==> config.mk <==
export PLATFORM = sky130hd
export DESIGN_NAME = run_detect_sched
export DESIGN_NICKNAME = d
export VERILOG_FILES = /design/src/rtl/run_detect_sched.sv
export SDC_FILE = /design/constraint.sdc
export NUM_CORES = 1
export LEC_CHECK = 0
export ABC_AREA = 1
export BUFFER_PORTS_ARGS = -buffer_cell sky130_fd_sc_hd__buf_2
export CAP_MARGIN = 20
export CORE_UTILIZATION = 50
export CTS_BUF_LIST = sky130_fd_sc_hd__clkbuf_8
export CTS_CLUSTER_DIAMETER = 40
export DETAILED_ROUTE_END_ITERATION = 8
export PLACE_DENSITY_LB_ADDON = 0.15
export SLEW_MARGIN = 20
export SYNTH_ARGS = -nofsm -noshare
export SYNTH_HDL_FRONTEND = slang
export SYNTH_SLANG_ARGS = --single-unit
==> constraint.sdc <==
create_clock -name clk -period 1.58 [get_ports clk]
set_input_delay 0.316 -clock clk [delete_from_list [all_inputs] [get_ports clk]]
set_output_delay 0.316 -clock clk [all_outputs]
set_load 0.02 [all_outputs]
==> src/rtl/run_detect_sched.sv <==
// Two-requester round-robin scheduler feeding a "11" run detector (Q0/Q1/Q2 Moore FSM).
// A granted word is shifted out MSB-first; count tallies detector cycles that end in Q2.
module run_detect_sched #(
  parameter int unsigned WIDTH = 8
) (
  input  logic             clk,
  input  logic             reset,
  input  logic [1:0]       req,
  input  logic [WIDTH-1:0] data0,
  input  logic [WIDTH-1:0] data1,
  output logic [1:0]       gnt,
  output logic             busy,
  output logic             run,
  output logic             done,
  output logic             done_id,
  output logic [3:0]       count
);

  typedef enum logic [1:0] {IDLE, SHIFT, REPORT} ctrl_t;
  typedef enum logic [1:0] {Q0, Q1, Q2} det_t;

  ctrl_t            state;
  det_t             det;
  det_t             det_nxt;
  logic [WIDTH-1:0] sreg;
  logic [3:0]       bit_cnt;
  logic             owner;
  logic             last_served;
  logic             winner;
  logic             w;

  always_comb begin
    w       = sreg[WIDTH-1];
    det_nxt = Q0;
    if (w) begin
      case (det)
        Q0:      det_nxt = Q1;
        default: det_nxt = Q2;
      endcase
    end
  end

  // Contention goes to whichever requester was not served last.
  always_comb begin
    winner = 1'b0;
    case (req)
      2'b10:   winner = 1'b1;
      2'b11:   winner = ~last_served;
      default: winner = 1'b0;
    endcase
  end

  always_ff @(posedge clk or posedge reset) begin
    if (reset) begin
      state       <= IDLE;
      det         <= Q0;
      sreg        <= '0;
      bit_cnt     <= '0;
      owner       <= 1'b0;
      last_served <= 1'b1;
      gnt         <= '0;
      busy        <= 1'b0;
      run         <= 1'b0;
      done        <= 1'b0;
      done_id     <= 1'b0;
      count       <= '0;
    end else begin
      gnt  <= '0;
      done <= 1'b0;
      case (state)
        IDLE: begin
          if (req != 2'b00) begin
            owner   <= winner;
            sreg    <= winner ? data1 : data0;
            gnt     <= winner ? 2'b10 : 2'b01;
            count   <= '0;
            det     <= Q0;
            run     <= 1'b0;
            bit_cnt <= '0;
            busy    <= 1'b1;
            state   <= SHIFT;
          end
        end
        SHIFT: begin
          det     <= det_nxt;
          run     <= (det_nxt == Q2);
          sreg    <= {sreg[WIDTH-2:0], 1'b0};
          bit_cnt <= bit_cnt + 4'd1;
          if (det_nxt == Q2 && count != 4'hF)
            count <= count + 4'd1;
          if (bit_cnt == 4'(WIDTH - 1)) begin
            state   <= REPORT;
            done    <= 1'b1;
            done_id <= owner;
          end
        end
        REPORT: begin
          last_served <= owner;
          busy        <= 1'b0;
          state       <= IDLE;
        end
        default: state <= IDLE;
      endcase
    end
  end

endmodule

==> results of run 1 <==
[how the worst max path moves through the flow]
stage                               from              endpoint  cells after the start
floorplan           count[0]$_DFFE_PP0P_  count[3]$_DFFE_PP0P_                      7
global placement    count[0]$_DFFE_PP0P_  count[3]$_DFFE_PP0P_                      7
detailed placement  count[0]$_DFFE_PP0P_  count[1]$_DFFE_PP0P_                      7
CTS                 count[0]$_DFFE_PP0P_  count[1]$_DFFE_PP0P_                      7
global route        count[0]$_DFFE_PP0P_  count[1]$_DFFE_PP0P_                      7
finish              count[0]$_DFFE_PP0P_  count[1]$_DFFE_PP0P_                      7
[routing by layer]
layer  track usage  share of wire  vias up
met5             0              0        -
met4        0.0965          0.010        0
met3        0.0374          0.040        3
met2         0.408           0.51       32
met1         0.253           0.44      535
li1              -              -      584
[final cells by class]
| type | instances | area [um^2] |
|---|---|---|
| Tap cell | 30 | 37.5 |
| Fill cell | 226 | 938 |
| Multi-Input combinational cell | 122 | 558 |
| Clock inverter | 1 | 5.00 |
| Sequential cell | 27 | 677 |
| Timing Repair Buffer | 32 | 168 |
| Inverter | 14 | 52.6 |
| Clock buffer | 3 | 41.3 |
[per-stage QoR]
stage | cell area [um^2] | cells | setup slack (ps) | utilization
final | 1540 | 229 | 159 | 0.621
after global routing | 1540 | 229 | 80.0 | 0.621
after CTS | 1540 | 229 | 176 | 0.621
after detailed placement | 1490 | 225 | 194 | 0.603
after global placement | 1490 | 225 | 347 | 0.603
after floorplan | 1320 | 166 | 270 | -
[cell usage after synthesis, types with 2 or more instances]
cell type	n	share of area
a21oi_1	2	0.0076
buf_6	2	0.017
dfrtp_1	26	0.49
ha_1	2	0.019
inv_1	11	0.031
inv_2	3	0.0086
nand2_1	71	0.20
nand2_2	2	0.0095
nand3_1	16	0.061
nor2_1	12	0.034
o21ai_0	7	0.027
[worst min-delay path: cells and delay by family]
kind	cells	cell delay, ps
buf+inv	3	450
[flip-flops by register name (all words and copies together), names as in the netlist, 2 cells and up]
signal and cells:
gnt 2, sreg 8, count 4, state 2, bit_cnt 4
[power groups by stage]
stage               Sequential, W  Combinational (W)  Clock (W)
floorplan                 0.00125           0.000949          0
global placement          0.00118            0.00128          0
detailed placement        0.00119            0.00135          0
CTS                       0.00118            0.00135   0.000405
global route              0.00122            0.00154   0.000429
finish                    0.00118            0.00134   0.000397
[placed cells by master (no fill, tap or decap)]
master and n:
nand2_1 71, buf_2 29, dfrtp_1 26, nand3_1 16
nor2_1 12, inv_1 11, o21ai_0 7, inv_2 3
clkbuf_8 3, buf_4 3, nand2_2 2, a21oi_1 2
ha_1 2, o21bai_1 1, xor2_1 1, o21ai_2 1
nand2_4 1, nand4_1 1, xnor2_1 1, o22ai_1 1
o22ai_2 1, nand3b_1 1, or2_2 1, clkinv_2 1
dfstp_2 1
[kinds of logic (layout without fill, tap and decap cells)]
logic type      Yosys count  after routing  synth area share
fa+ha+maj                 2              2            0.0190
xor+xnor                  2              2            0.0133
simple gates            105            105             0.331
flops                    27             27             0.515
compound gates           13             13            0.0609
buf+inv                  17             50            0.0609
==> impl_metrics.tcl, run 1 <==
set metrics [dict create \
    grt_pass1_wl_mm 4.57 \
    cts_root_buf "clkbuf_8" \
    syn_inst 166 \
    routabilityCongestion 0.801 \
    start_util 0.531 \
    powerDensity_nw_per_um2 1900 \
    worst_pin_slew_ps 344 \
    final.setup.tns_ps 0 \
    combPwrFrac 0.459 \
    start_kind "register" \
    cp.required_ps 1750 \
    die_h_um 53.3 \
    slew_headroom 0.770 \
    synth_cell_types 23 \
    path_cells "ha_1, nand3_1, nand3_1, nand2_1, nand2_1, nand2_1, nand2_1" \
    dpl.hpwl_mm 2.02 \
    drcViolationCount 0 \
    ant_nets 0 \
    cap_violations 0 \
    ys.flop_type "dfrtp_1" \
    seqPwrFrac 0.405 \
    internal_power_w 0.00164 \
    p_clk_frac 0.136 \
    syn_area_um2 1320 \
    cts_setup_buffers 0 \
    sw_frac_of_total 0.437 \
    overflow 0 \
    clock-skew-final_ps 4.48 \
    grt_pass1_vias 1090 \
    cts_sinks 27 \
    max_freq_mhz 704 \
    whs_ps 80.3 \
    cts_resized 0 \
    antenna_found_initial 0 \
    yosysWarningCount 0 \
    total_power_w 0.00292 \
    worstRegToRegCells 7 \
    cp_data_arrival_time_ps 1590 \
    cp_max_fo 6 \
    firstDrtPassIters 4 \
    ys_seq_area_frac 0.515 \
    nets 222 \
    crit_top_cell "nand2_1" \
    crit_type "register to register" \
    setup_viol 0 \
    track_usage 0.225 \
    die_x_um 53.3 \
    htreeDepth 1 \
    syn_avg_cell_area_um2 7.92 \
    diodes 0 \
    vias 1154 \
    drt_iter0_markers 22 \
    outcome "finished clean" \
    area_delta_synth_final_pct 17.0 \
    post-route-min-period_ps 1420 \
    synth_enable_flop_cells 0 \
    crit_buf_inv 0 \
    rows 18 \
    drive_gt1_frac 0.231 \
    fp.coreArea_um2 2480 \
    syn_nets 188 \
    ctsHoldBuffers 0 \
    port-buffer-count 29 \
    hp-class "input port to asynchronous set/reset pin" \
    r2r-start "count[0]$_DFFE_PP0P_" \
    async_flop_share 1.00 \
    reg2reg_slack_ps 160 \
    vias_per_cell 5.04 \
    clkLatencyLatePin_ps 280 \
    avgRoutedWirePerCell_um 11.8 \
    hold_viol_final 0 \
    clk_path_buf_depth 2 \
    rsz0062_at_grt "no" \
    cts_tree "built" \
    irDropWorstVdd_mv 1.08 \
    r2r-end "count[1]$_DFFE_PP0P_" \
    drt_wl_total_mm 2.70 \
    cp_top_family "simple AND/OR/NAND/NOR gates" \
    pin_count 30 \
    leakage_nw 0.873 \
    slowest_delay_ps 440 \
    synth-seq-cells 27 \
    grt_max_degree 28 \
    switching_power_w 0.00127 \
    crit_path_end_kind "register" \
    cts_inserted_buffers 3 \
    cp_slowest_cell "dfrtp_1" \
    fin_crit_sh 0.900 \
    dieArea_um2 2840 \
    cts.clk_slew.worst_paths_ps 90 \
    final-max-slew-violation-count 0 \
]
(Power assumes the default switching activity.)
==> inputs of run 2 (changes only) <==
Settings changed: CELL_PAD_IN_SITES_DETAIL_PLACEMENT set to 1, CELL_PAD_IN_SITES_GLOBAL_PLACEMENT set to 2, CORE_UTILIZATION 50 to 31, CTS_BUF_LIST sky130_fd_sc_hd__clkbuf_8 to sky130_fd_sc_hd__clkbuf_4 sky130_fd_sc_hd__clkbuf_8, HOLD_SLACK_MARGIN set to 0.12.
==> run 2 against run 1 <==
Net effect:
- sequential power barely moved
- sequential share of layout area fell by 0.98 points
- critical path type unchanged
- highest routed layer unchanged
- worst hold slack improved by 240 ps
==> impl_metrics.tcl, run 2 (synthesis gave the netlist of run 1 again) <==
set metrics [dict create \
    htreeDepth 1 \
    cp_slowest_cell "dfrtp_1" \
    grt_max_degree 28 \
    worst_pin_slew_ps 360 \
    max_freq_mhz 739 \
    final_common_cell "nand2_1" \
    fillers 520 \
    clock-skew-final_ps 6.35 \
    layout_setup_ws_ps 226 \
    multiInputGateArea_um2 558 \
    fin_crit_sh 0.857 \
    grt_pass1_vias 1197 \
    overflow 0 \
    post-route-min-period_ps 1350 \
    cp.required_ps 1750 \
    vias 1169 \
    cts_inserted_buffers 3 \
    crit_top_cell "nand2_1" \
    dpl.hpwl_mm 2.39 \
    nets 223 \
    port-buffer-count 29 \
    diodes 0 \
    path_cells "ha_1, nand3_1, nand3_1, nand2_1, nand2_1, nand2_1, nand2_1" \
    largest-register "sreg" \
    powerDensity_nw_per_um2 1870 \
    irDropWorstVdd_mv 0.698 \
    fp.coreArea_um2 4030 \
    track_usage 0.167 \
    setup_viol 0 \
    avgRoutedWirePerCell_um 12.8 \
    hp-class "input port to register" \
    cts.clk_slew.worst_paths_ps 100 \
    area_delta_synth_final_pct 19.7 \
    drt_wl_total_mm 3.21 \
    drt_iter0_markers 39 \
    slew_headroom 0.760 \
    die_h_um 67.1 \
    utilization 0.391 \
    drive_gt1_frac 0.230 \
    final-max-slew-violation-count 0 \
    dieArea_um2 4510 \
    cp_max_fo 6 \
    pre_cts_slack_ps 222 \
    die_x_um 67.1 \
    cap_violations 0 \
    cts_tree "built" \
    rsz0062_at_grt "no" \
    whs_ps 316 \
    crit_path_end_kind "register" \
    ant_nets 0 \
    vias_per_cell 4.68 \
    cts_sinks 27 \
    final_cell_mix "71 x nand2_1, 29 x buf_2, 26 x dfrtp_1, 16 x nand3_1, 12 x nor2_1" \
    clkLatencyLatePin_ps 280 \
    largest_reg_flops 8 \
    cp_data_arrival_time_ps 1530 \
    grt_pass1_wl_mm 5.62 \
    rows 23 \
    hold_viol_final 0 \
    leakage_nw 0.877 \
    drcViolationCount 0 \
    outcome "finished clean" \
    routabilityCongestion 0.747 \
    final.setup.tns_ps 0 \
    reg_top3 "sreg x8, bit_cnt x4, count x4" \
    antenna_found_initial 0 \
    seq_area_um2 677 \
    start_util 0.326 \
    cts_resized 0 \
    start_kind "register" \
    pin_count 30 \
    crit_type "register to register" \
    clk_path_buf_depth 2 \
    slowest_delay_ps 440 \
    cts_root_buf "clkbuf_8" \
    firstDrtPassIters 4 \
]
[run 2: changes by cell type in the layout (fill, tap and decap cells not counted), sizes merged]
cell         delta
dlygate4sd3     +1
[run 2: critical path: cells and delay by family, from the launching register on]
family,cells,cell delay [ps]
fa+ha+maj,1,250
flops,1,440
simple gates,6,560
[run 2: area by class of cell]
cell class	count	share of cell area
clock buffers	3	0.0262
flip-flops and latches	27	0.430
repair buffers	33	0.113
multi-input cells	122	0.355
inverters	14	0.0334
clock inverters	1	0.00318
well taps	50	0.0397
[run 2: final timing paths]
check	from	endpoint	slack (ps)	depth (start not counted)
setup / recovery	count[0]$_DFFE_PP0P_	count[3]$_DFFE_PP0P_	230	7
hold / removal	data0[0]	sreg[0]$_DFFE_PP0P_	320	3
setup reg to reg	count[0]$_DFFE_PP0P_	count[3]$_DFFE_PP0P_	230	7
hold reg to reg	done_id$_DFFE_PP0P_	done_id$_DFFE_PP0P_	490	2
max in group asynchronous	reset	last_served$_DFFE_PP1P_	630	4
min in group asynchronous	reset	count[2]$_DFFE_PP0P_	640	4
[run 2: repair_timing]
action,CTS,global route
setup buffers,0,0
hold buffers,1,0
endpoints found under the hold margin,26,0
[run 2: per-stage QoR]
step | total power (W) | cell area (um^2) | cells
final | 0.00295 | 1570 | 250
after global routing | 0.00326 | 1570 | 250
after CTS | 0.00299 | 1570 | 250
after detailed placement | 0.00258 | 1520 | 245
after global placement | 0.00252 | 1520 | 245
after floorplan | 0.00220 | 1320 | 166
[run 2: power by group]
group | switching (W) | internal, W | total [W]
Sequential | 0.000199 | 0.000988 | 0.00119
Combinational | 0.000880 | 0.000480 | 0.00136
Clock | 0.000223 | 0.000177 | 0.000400
[run 2: routing by layer]
metal | GRT usage | part of all wire | vias up
met2 | 0.286 | 0.50 | 19
li1 | - | - | 590
met4 | 0.0638 | 0.015 | 0
met1 | 0.214 | 0.46 | 556
met5 | 0 | 0 | -
met3 | 0.0203 | 0.026 | 4
==> inputs of run 3 (changes only) <==
Settings changed: ABC_AREA 1 to not set, ABC_CLOCK_PERIOD_IN_PS set to 1580, CORE_UTILIZATION 31 to 35, CTS_BUF_LIST sky130_fd_sc_hd__clkbuf_4 sky130_fd_sc_hd__clkbuf_8 to sky130_fd_sc_hd__clkbuf_4.
==> run 3 against run 2 <==
Net effect:
- synthesized cell count shrank 29%
- largest power group is now sequential cells
- register-to-register slack lost 110 ps
- fmax shrank 7.7%
- first-iteration DRC count grew 28%
- critical endpoint is now count[0]$_DFFE_PP0P_
- worst setup slack lost 110 ps
==> impl_metrics.tcl, run 3 <==
set metrics [dict create \
    crit_buf_inv 0 \
    fillers 401 \
    clock-skew-final_ps 5.17 \
    largest_reg_flops 8 \
    critPathLaunch "count[0]$_DFFE_PP0P_" \
    cp.required_ps 1850 \
    overflow 0 \
    cp_slowest_cell "dfrtp_1" \
    holdPathEnd "sreg[0]$_DFFE_PP0P_" \
    pin_count 30 \
    synth_cell_types 39 \
    port-buffer-count 29 \
    drt_wl_total_mm 3.00 \
    avgRoutedWirePerCell_um 14.9 \
    largest-register "sreg" \
    cp_data_arrival_time_ps 1740 \
    clk_path_buf_depth 2 \
    met3_usage 0.0347 \
    r2r-start "count[0]$_DFFE_PP0P_" \
    final.setup.tns_ps 0 \
    ys_seq_area_frac 0.520 \
    whs_ps 291 \
    synthTopCellsByArea "dfrtp_1 50%, mux2i_1 6.2%, o221ai_1 4.7%" \
    holdPathStages 3 \
    outcome "finished clean" \
    syn_nets 140 \
    firstDrtPassIters 3 \
    grt_pass1_vias 1125 \
    synth_top_area_cell "dfrtp_1" \
    antenna_found_initial 0 \
    die_h_um 63.0 \
    reg2reg_slack_ps 110 \
    max_freq_mhz 682 \
    async_flop_share 1.00 \
    drcViolationCount 0 \
    dpl.hpwl_mm 2.26 \
    worst_pin_slew_ps 426 \
    vias 1068 \
    cts_inserted_buffers 3 \
    cap_violations 0 \
    cts_sinks 27 \
    final_common_cell "buf_2" \
    rsz0062_at_grt "no" \
    start_util 0.378 \
    hold_viol_final 0 \
    slowest_delay_ps 460 \
    pre_cts_slack_ps 155 \
    cts_tree "built" \
    setup_viol 0 \
    synth_most_common_cell "dfrtp_1" \
    cts.clk_slew.worst_paths_ps 140 \
    ant_nets 0 \
    vias_per_cell 5.31 \
    drt_iter0_markers 50 \
    seq_area_um2 677 \
    use_met2 0.277 \
    slew_headroom 0.714 \
    cp_top_family "simple AND/OR/NAND/NOR gates" \
    ys.flop_type "dfrtp_1" \
    syn_avg_cell_area_um2 11.0 \
    final_cell_mix "29 x buf_2, 26 x dfrtp_1, 10 x buf_4, 9 x o21ai_0, 8 x mux2i_1" \
    grt_pass1_wl_mm 5.46 \
    hold_start "data0[0]" \
    powerDensity_nw_per_um2 1610 \
    cts_resized 0 \
    htreeDepth 1 \
    post-route-min-period_ps 1470 \
    area_delta_synth_final_pct 21.0 \
    cts_setup_buffers 0 \
    track_usage 0.173 \
    clkLatencyLatePin_ps 330 \
    synth-seq-cells 27 \
    use_met1 0.232 \
    nets 178 \
    fin_crit_sh 0.928 \
    dieArea_um2 3970 \
    synth_common_cells "26 x dfrtp_1, 9 x o21ai_0, 8 x mux2i_1" \
    cts_root_buf "clkbuf_4" \
    multiInputGateArea_um2 561 \
    routabilityCongestion 0.795 \
    crit_path_end_kind "register" \
    die_x_um 63.0 \
    r2r-end "count[0]$_DFFE_PP0P_" \
    reg_top3 "sreg x8, bit_cnt x4, count x4" \
    top_usage_layer "met2" \
    diodes 0 \
    hp-class "input port to register" \
    syn_area_um2 1300 \
    leakage_nw 0.783 \
    syn_inst 118 \
    layout_setup_ws_ps 114 \
    synth.top_cell.area_share 0.500 \
    drive_gt1_frac 0.310 \
    synth_enable_flop_cells 0 \
    start_kind "register" \
    yosysWarningCount 0 \
    fp.coreArea_um2 3440 \
    rows 21 \
    worstRegToRegCells 4 \
    cp_max_fo 6 \
    grt_max_degree 28 \
    crit_type "register to register" \
    final-max-slew-violation-count 0 \
    irDropWorstVdd_mv 0.626 \
    path_cells "ha_1, and3_1, or4_1, nand3_1" \
]
==> run 3: cell types whose count changed after synthesis, moves of 3 or more <==
| cell | before | now |
|---|---|---|
| nand2_1 | 71 | 6 |
| nand3_1 | 16 | 4 |
| mux2i_1 | 0 | 8 |
| o221ai_1 | 0 | 7 |
| inv_1 | 11 | 5 |
| nor2_1 | 12 | 6 |
| inv_2 | 3 | 0 |
| nor2b_1 | 0 | 3 |
==> run 3: cell type report <==
cell class | count | area share
clock buffer | 4 | 0.0191
inverter | 5 | 0.0119
multi-input combinational | 79 | 0.356
sequential | 27 | 0.430
tap | 46 | 0.0366
timing repair buffer | 40 | 0.146
==> run 3: worst max-delay path by stage <==
stage / end / slack (ps) / cells past startpoint
after floorplan: count[0]$_DFFE_PP0P_ / 130 / 4
after global placement: count[0]$_DFFE_PP0P_ / 190 / 4
after detailed placement: count[0]$_DFFE_PP0P_ / 150 / 4
after CTS: count[0]$_DFFE_PP0P_ / 120 / 4
after global routing: count[0]$_DFFE_PP0P_ / 40 / 4
final: count[0]$_DFFE_PP0P_ / 110 / 4
==> run 3: cells by family after synthesis <==
logic type                 Yosys count  synth area share
buffers and inverters               12            0.0490
and+or+nand+nor                     33             0.143
DFF                                 27             0.520
AOI/OAI and AO/OA                   34             0.189
adders and majority gates            2            0.0192
muxes                               10            0.0788
==> run 3: where the power goes <==
part           internal [W]  total [W]  switching [W]
logic              0.000482    0.00109       0.000609
clock network      0.000116   0.000322       0.000206
registers          0.000940    0.00112       0.000185
total               0.00154    0.00254        0.00100
==> run 3: per-stage QoR <==
stage | total power [W] | area (um^2) | std cells | util
global route | 0.00278 | 1570 | 201 | 0.457
global placement | 0.00221 | 1530 | 196 | 0.446
CTS | 0.00259 | 1570 | 201 | 0.457
detailed placement | 0.00225 | 1530 | 196 | 0.446
floorplan | 0.00186 | 1300 | 118 | -
finish | 0.00254 | 1570 | 201 | 0.457
==> run 3: layer usage <==
layer	wire [um]	share of wire	vias up
li1	-	-	517
met1	1370	0.46	524
met2	1460	0.49	21
met3	123	0.041	6
met4	53	0.018	0
met5	0	0	-
==> run 3: worst reg2reg max path: stages (launching register included) <==
cell,delay [ps]
dfrtp_1,460
ha_1,260
and3_1,230
or4_1,400
nand3_1,80
==> run 3: timing repair <==
item / 4_1_cts / 5_1_grt
hold endpoints to repair: 26 / 0
hold buffers: 1 / 0
endpoints found under the setup margin: 0 / 0
